[src/rtl/fft_stage_ctrl_pkg.sv]
// Shared constants and phase encoding for one radix-2 SDF FFT stage controller.
package fft_stage_ctrl_pkg;

  localparam int TF_NUM           = 128;
  localparam int BRAM_TF_ADDR_LEN = 7;

  typedef enum logic {
    FILL = 1'b0,
    PAIR = 1'b1
  } phase_e;

endpackage

[src/rtl/fft_stage_ctrl_if.sv]
// Sample-handshake, FIFO-control and status bundle between a stage and its controller.
interface fft_stage_ctrl_if
  import fft_stage_ctrl_pkg::*;
#(
  parameter int addr_len = BRAM_TF_ADDR_LEN
);
  logic                clr;
  logic                data_in_valid;
  logic                fifo_full;
  logic                fifo_empty;
  logic                fifo_wr_en;
  logic                fifo_rd_en;
  logic                pair_valid;
  logic [addr_len-1:0] tf_addr;
  logic                phase;
  logic                frame_done;
  logic                err_ovf;
  logic                err_unf;

  modport master (
    output clr, data_in_valid, fifo_full, fifo_empty,
    input  fifo_wr_en, fifo_rd_en, pair_valid, tf_addr, phase, frame_done, err_ovf, err_unf
  );

  modport slave (
    input  clr, data_in_valid, fifo_full, fifo_empty,
    output fifo_wr_en, fifo_rd_en, pair_valid, tf_addr, phase, frame_done, err_ovf, err_unf
  );
endinterface

[src/rtl/fft_tf_addr_gen.sv]
// Twiddle address = (cnt * stride) mod 2^addr_len; stride is a power of two so this is a shift.
module fft_tf_addr_gen #(
  parameter int addr_len = 7,
  parameter int stride   = 1
) (
  input  logic [addr_len-1:0] cnt,
  output logic [addr_len-1:0] addr
);
  localparam int STRIDE_SHIFT = $clog2(stride);

  // Truncation to addr_len bits performs the modulo for free.
  assign addr = cnt << STRIDE_SHIFT;
endmodule

[src/rtl/fft_stage_ctrl.sv]
// Counter-based FILL/PAIR sequencer for a radix-2 single-delay-feedback FFT stage.
module fft_stage_ctrl
  import fft_stage_ctrl_pkg::*;
#(
  parameter int tf_num           = TF_NUM,
  parameter int bram_tf_addr_len = BRAM_TF_ADDR_LEN,
  parameter int tf_stride        = 1
) (
  input logic             clk,
  input logic             rst,
  fft_stage_ctrl_if.slave bus
);
  localparam logic [bram_tf_addr_len-1:0] CNT_MAX = bram_tf_addr_len'(tf_num - 1);

  phase_e                      phase_reg, phase_next;
  logic [bram_tf_addr_len-1:0] cnt_reg, cnt_next;
  logic [bram_tf_addr_len-1:0] tf_addr_reg, tf_addr_next;
  logic                        pair_valid_reg, pair_valid_next;
  logic                        frame_done_reg, frame_done_next;
  logic                        err_ovf_reg, err_ovf_next;
  logic                        err_unf_reg, err_unf_next;
  logic [bram_tf_addr_len-1:0] tf_addr_calc;
  logic                        sample_ok;
  logic                        wr_en;
  logic                        rd_en;
  logic                        last_sample;

  // A sample coincident with clr is dropped; rst also gates the strobes.
  assign sample_ok   = bus.data_in_valid & ~bus.clr & ~rst;
  assign wr_en       = sample_ok & (phase_reg == FILL);
  assign rd_en       = sample_ok & (phase_reg == PAIR);
  assign last_sample = (cnt_reg == CNT_MAX);

  fft_tf_addr_gen #(
    .addr_len (bram_tf_addr_len),
    .stride   (tf_stride)
  ) u_tf_addr_gen (
    .cnt  (cnt_reg),
    .addr (tf_addr_calc)
  );

  always_comb begin
    phase_next      = phase_reg;
    cnt_next        = cnt_reg;
    tf_addr_next    = tf_addr_reg;
    pair_valid_next = rd_en;
    frame_done_next = rd_en & last_sample;
    err_ovf_next    = err_ovf_reg | (wr_en & bus.fifo_full);
    err_unf_next    = err_unf_reg | (rd_en & bus.fifo_empty);

    if (rd_en) begin
      tf_addr_next = tf_addr_calc;
    end

    if (bus.clr) begin
      phase_next      = FILL;
      cnt_next        = '0;
      pair_valid_next = 1'b0;
      frame_done_next = 1'b0;
      err_ovf_next    = 1'b0;
      err_unf_next    = 1'b0;
    end else if (bus.data_in_valid) begin
      cnt_next = cnt_reg + 1'b1;
      if (last_sample) begin
        phase_next = (phase_reg == FILL) ? PAIR : FILL;
      end
    end
  end

  always_ff @(posedge clk or posedge rst) begin
    if (rst) begin
      phase_reg      <= FILL;
      cnt_reg        <= '0;
      tf_addr_reg    <= '0;
      pair_valid_reg <= 1'b0;
      frame_done_reg <= 1'b0;
      err_ovf_reg    <= 1'b0;
      err_unf_reg    <= 1'b0;
    end else begin
      phase_reg      <= phase_next;
      cnt_reg        <= cnt_next;
      tf_addr_reg    <= tf_addr_next;
      pair_valid_reg <= pair_valid_next;
      frame_done_reg <= frame_done_next;
      err_ovf_reg    <= err_ovf_next;
      err_unf_reg    <= err_unf_next;
    end
  end

  assign bus.fifo_wr_en = wr_en;
  assign bus.fifo_rd_en = rd_en;
  assign bus.pair_valid = pair_valid_reg;
  assign bus.tf_addr    = tf_addr_reg;
  assign bus.phase      = phase_reg;
  assign bus.frame_done = frame_done_reg;
  assign bus.err_ovf    = err_ovf_reg;
  assign bus.err_unf    = err_unf_reg;
endmodule

[src/flat_wrapper.sv]
// flat-port wrapper written by rule: the top's interface ports become plain ports
module fft_stage_ctrl_flat import fft_stage_ctrl_pkg::*;
#(
  parameter int tf_num           = TF_NUM,
  parameter int bram_tf_addr_len = BRAM_TF_ADDR_LEN,
  parameter int tf_stride        = 1
)
  (clk, rst, bus_clr, bus_data_in_valid, bus_fifo_full, bus_fifo_empty, bus_fifo_wr_en, bus_fifo_rd_en, bus_pair_valid, bus_tf_addr, bus_phase, bus_frame_done, bus_err_ovf, bus_err_unf);
  fft_stage_ctrl_if bus_i ();
  input logic clk;
  input logic rst;
  input wire logic [$bits(bus_i.clr)-1:0] bus_clr;
  input wire logic [$bits(bus_i.data_in_valid)-1:0] bus_data_in_valid;
  input wire logic [$bits(bus_i.fifo_full)-1:0] bus_fifo_full;
  input wire logic [$bits(bus_i.fifo_empty)-1:0] bus_fifo_empty;
  output wire logic [$bits(bus_i.fifo_wr_en)-1:0] bus_fifo_wr_en;
  output wire logic [$bits(bus_i.fifo_rd_en)-1:0] bus_fifo_rd_en;
  output wire logic [$bits(bus_i.pair_valid)-1:0] bus_pair_valid;
  output wire logic [$bits(bus_i.tf_addr)-1:0] bus_tf_addr;
  output wire logic [$bits(bus_i.phase)-1:0] bus_phase;
  output wire logic [$bits(bus_i.frame_done)-1:0] bus_frame_done;
  output wire logic [$bits(bus_i.err_ovf)-1:0] bus_err_ovf;
  output wire logic [$bits(bus_i.err_unf)-1:0] bus_err_unf;
  assign bus_i.clr = bus_clr;
  assign bus_i.data_in_valid = bus_data_in_valid;
  assign bus_i.fifo_full = bus_fifo_full;
  assign bus_i.fifo_empty = bus_fifo_empty;
  assign bus_fifo_wr_en = bus_i.fifo_wr_en;
  assign bus_fifo_rd_en = bus_i.fifo_rd_en;
  assign bus_pair_valid = bus_i.pair_valid;
  assign bus_tf_addr = bus_i.tf_addr;
  assign bus_phase = bus_i.phase;
  assign bus_frame_done = bus_i.frame_done;
  assign bus_err_ovf = bus_i.err_ovf;
  assign bus_err_unf = bus_i.err_unf;
  fft_stage_ctrl #(.tf_num(tf_num), .bram_tf_addr_len(bram_tf_addr_len), .tf_stride(tf_stride)) u_core (.clk(clk), .rst(rst), .bus(bus_i));
endmodule
[config.mk]
export PLATFORM = sky130hd
export DESIGN_NAME = fft_stage_ctrl_flat
export DESIGN_NICKNAME = d
export VERILOG_FILES = /design/src/rtl/fft_stage_ctrl_pkg.sv /design/src/rtl/fft_stage_ctrl_if.sv /design/src/rtl/fft_tf_addr_gen.sv /design/src/rtl/fft_stage_ctrl.sv /design/src/flat_wrapper.sv
export SDC_FILE = /design/constraint.sdc
export NUM_CORES = 1
export LEC_CHECK = 0
export CAP_MARGIN = 40
export CORE_MARGIN = 1
export CORE_UTILIZATION = 60
export CTS_BUF_LIST = sky130_fd_sc_hd__clkbuf_8
export DETAILED_ROUTE_END_ITERATION = 10
export DONT_BUFFER_PORTS = 1
export GPL_TIMING_DRIVEN = 0
export PLACE_DENSITY = 0.76
export REMOVE_ABC_BUFFERS = 1
export SETUP_SLACK_MARGIN = 0.02
export SLEW_MARGIN = 5
export SYNTH_ARGS = -nofsm -noshare
export SYNTH_HDL_FRONTEND = slang
export SYNTH_SLANG_ARGS = --single-unit
export TNS_END_PERCENT = 100
[constraint.sdc]
create_clock -name clk -period 1.5 [get_ports clk]
set_input_delay 0.3 -clock clk [delete_from_list [all_inputs] [get_ports clk]]
set_output_delay 0.3 -clock clk [all_outputs]
set_load 0.01 [all_outputs]
==> metrics <==
outcome=completed; CTS sink cnt=19; Layout area overhead=10.1%; post-route cell area=888 um2; Yosys warnings=0; Switching Power=181 uW; drt wl/cell=16.6 um; GP Congestion=0.670; CP Max Fanout=6; pre-CTS setup slack=-0.0254 ns; Lkg Pwr=0.421 nW; DR vias=495; Hold-fix buffers, CTS=0; Final Max Slew Viols=0; maximum VDD drop=796 uV; Clock transition at path regs=0.06 ns; sequential power share=58.4%; fmax=0.700 GHz; Seq/Total Area, Yosys=58.9%; CP required=1.20 ns; CP Capture Type=primary output; Std-Cell Rows=12; clock root cell=clkbuf_8; die height=38.7 um; Post-DP HPWL=877 um; max-cap violations=0; part of the power in the clock network=36.8%; fin crit period=1.43 ns; gr usage total=23.5%; fin nets=77; switching share of power=20.0%; CTS tree=done; Fin. Hold Viols=0; Layout Skew=0.00162 ns; Core Area=1170 um2; I/O Buffers=0; Worst Setup Slack, final=0.0713 ns; first-pass GRT wire length=2.25 mm; Vias/cell=5.96; DR pass1 iterations=4; Slew @ Worst Pin=0.701 ns; DRT iter0 DRCs=13; synth top area cells=dfrtp_1, mux2_1, nor2_1; power per cell area=1020 nW/um2; initial antenna violation count=0; DRC errors left=0; starting density of the core=68.9%; total congestion overflow=0; combinational share of power=4.8%; post-synth top area cell=dfrtp_1; WL final=1.38 mm; die footprint=1500 um2; Clock Tree Buf Depth=2; diode count=0; Worst-Skew Late Latency=0.25 ns; Placed Area=802 um2; Max-slew headroom=53.2%; share of the synthesized area in the top cell type=58.9%; Hold/Removal Path Class=in -> async; Hold WS=0.0479 ns; Seq cells post-synth=19; Mapped Avg Cell Area=12.2 um2; kind of critical path=reg -> out; CP max stage cell=dfrtp_2; Synth cell types=22; htree depth=1; critical path arrival=1.13 ns; RSZ-0062 raised after global routing=yes; CP max stage delay=0.47 ns; largest net degree at the start of global routing=20; Int Pwr=723 uW; fin crit share=95.2%; via count of the first global-routing pass=505; Inserted Clock Buffers=3; Ports=20; area of the mapped netlist=807 um2; Finish-stage setup viols=0; cells after synthesis=66; crit path launch type=register; Die W=38.7 um; post-route ant nets=0; layout cell share with drive strength beyond 1=15.9%; crit-path cells=nor3b_4 > nor2b_4
==> through the flow <==
| stage | utilization (%) | cells | total power [mW] | TNS, ns |
|---|---|---|---|---|
| final | 75.9 | 83 | 0.904 | 0 |
| after global routing | 75.9 | 83 | 0.948 | 0 |
| after CTS | 72.5 | 81 | 0.905 | -0.00158 |
| after detailed placement | 68.5 | 77 | 0.568 | -0.131 |
| after global placement | 68.5 | 77 | 0.566 | -0.0410 |
| after floorplan | - | 63 | 0.561 | 0 |
==> per-layer routing <==
metal	global-route usage, %	wire length [um]	vias up
met5	0	0	-
met4	7.76	0	0
met3	8.09	62	0
met2	38.3	702	20
met1	29.1	612	242
li1	-	-	233
==> synth_stat cells <==
cell type and n:
a21oi_1 5, or3_1 3, ha_1 1, nand3_1 2, nor2b_1 1, xor2_1 3, nand4_2 1, mux2_1 7
nor4bb_1 1, xnor2_1 1, nor3b_1 2, buf_4 1, inv_1 1, buf_6 1, buf_1 1, and4bb_1 1
nand2_1 3, o21ai_0 3, dfrtp_1 19, mux2i_1 1, nor2_1 7, nand4_1 1
==> placed cells by master (no fill, tap or decap), types with 2 or more instances in the layout <==
cell type and n:
mux2_1 7, nor2_1 7, nand2_1 3, clkbuf_8 3, o21ai_0 3, xor2_1 3, or3_1 3, dfrtp_1 18
inv_1 2, buf_4 2, nand3_1 2, a21oi_1 5
==> cell families after synthesis <==
family | count (synthesis) | synth area share, %
mux | 8 | 11.0
compound gates | 8 | 4.96
flops | 19 | 58.9
buf+inv | 4 | 3.26
simple gates | 22 | 16.0
fa+ha+maj | 1 | 1.55
xor+xnor | 4 | 4.34
==> critical path: cells and delay by family, from the launching register on <==
family / cells / cell delay, ns
AND/OR/NAND/NOR: 2 / 0.41
flip-flops: 1 / 0.47
==> power by group through the flow <==
stage                     registers, mW  logic [mW]  clock network [mW]
after global routing              0.528      0.0491               0.370
final                             0.528      0.0438               0.333
after floorplan                   0.535      0.0253                   0
after global placement            0.537      0.0287                   0
after detailed placement          0.537      0.0308                   0
after CTS                         0.528      0.0323               0.345
==> path summary, 6_finish.rpt <==
path / start / endpoint / slack [ns] / depth (start not counted)
setup / recovery: u_core.bus.phase$_DFFE_PP0P_ / bus_fifo_wr_en / 0.07 / 2
hold / removal: rst / u_core.bus.pair_valid$_DFF_PP0_ / 0.05 / 1
max in group asynchronous: rst / u_core.bus.phase$_DFFE_PP0P_ / 0.97 / 1
setup reg to reg: u_core.cnt_reg[0]$_DFFE_PP0P_ / u_core.bus.phase$_DFFE_PP0P_ / 0.11 / 4
min in group clk: bus_clr / u_core.cnt_reg[2]$_DFFE_PP0P_ / 0.11 / 1
hold reg to reg: u_core.cnt_reg[6]$_DFFE_PP0P_ / u_core.bus.tf_addr[6]$_DFFE_PP0P_ / 0.55 / 1
==> layout make-up <==
type	count	area, um2
inverter	1	3.75
clock buffer	3	41.3
clock inverter	1	3.75
sequential	19	477
timing repair buffer	2	15.0
tap	14	17.5
multi-input combinational	43	330
fill	70	283
==> repair_timing <==
action	in CTS	in global routing
hold endpoints to repair	0	0
pin swaps	0	1
setup endpoints to repair	9	4
resized for setup	2	6
cloned	0	0
setup buffers	0	2
Note: power is estimated with default switching activity, not from simulation.
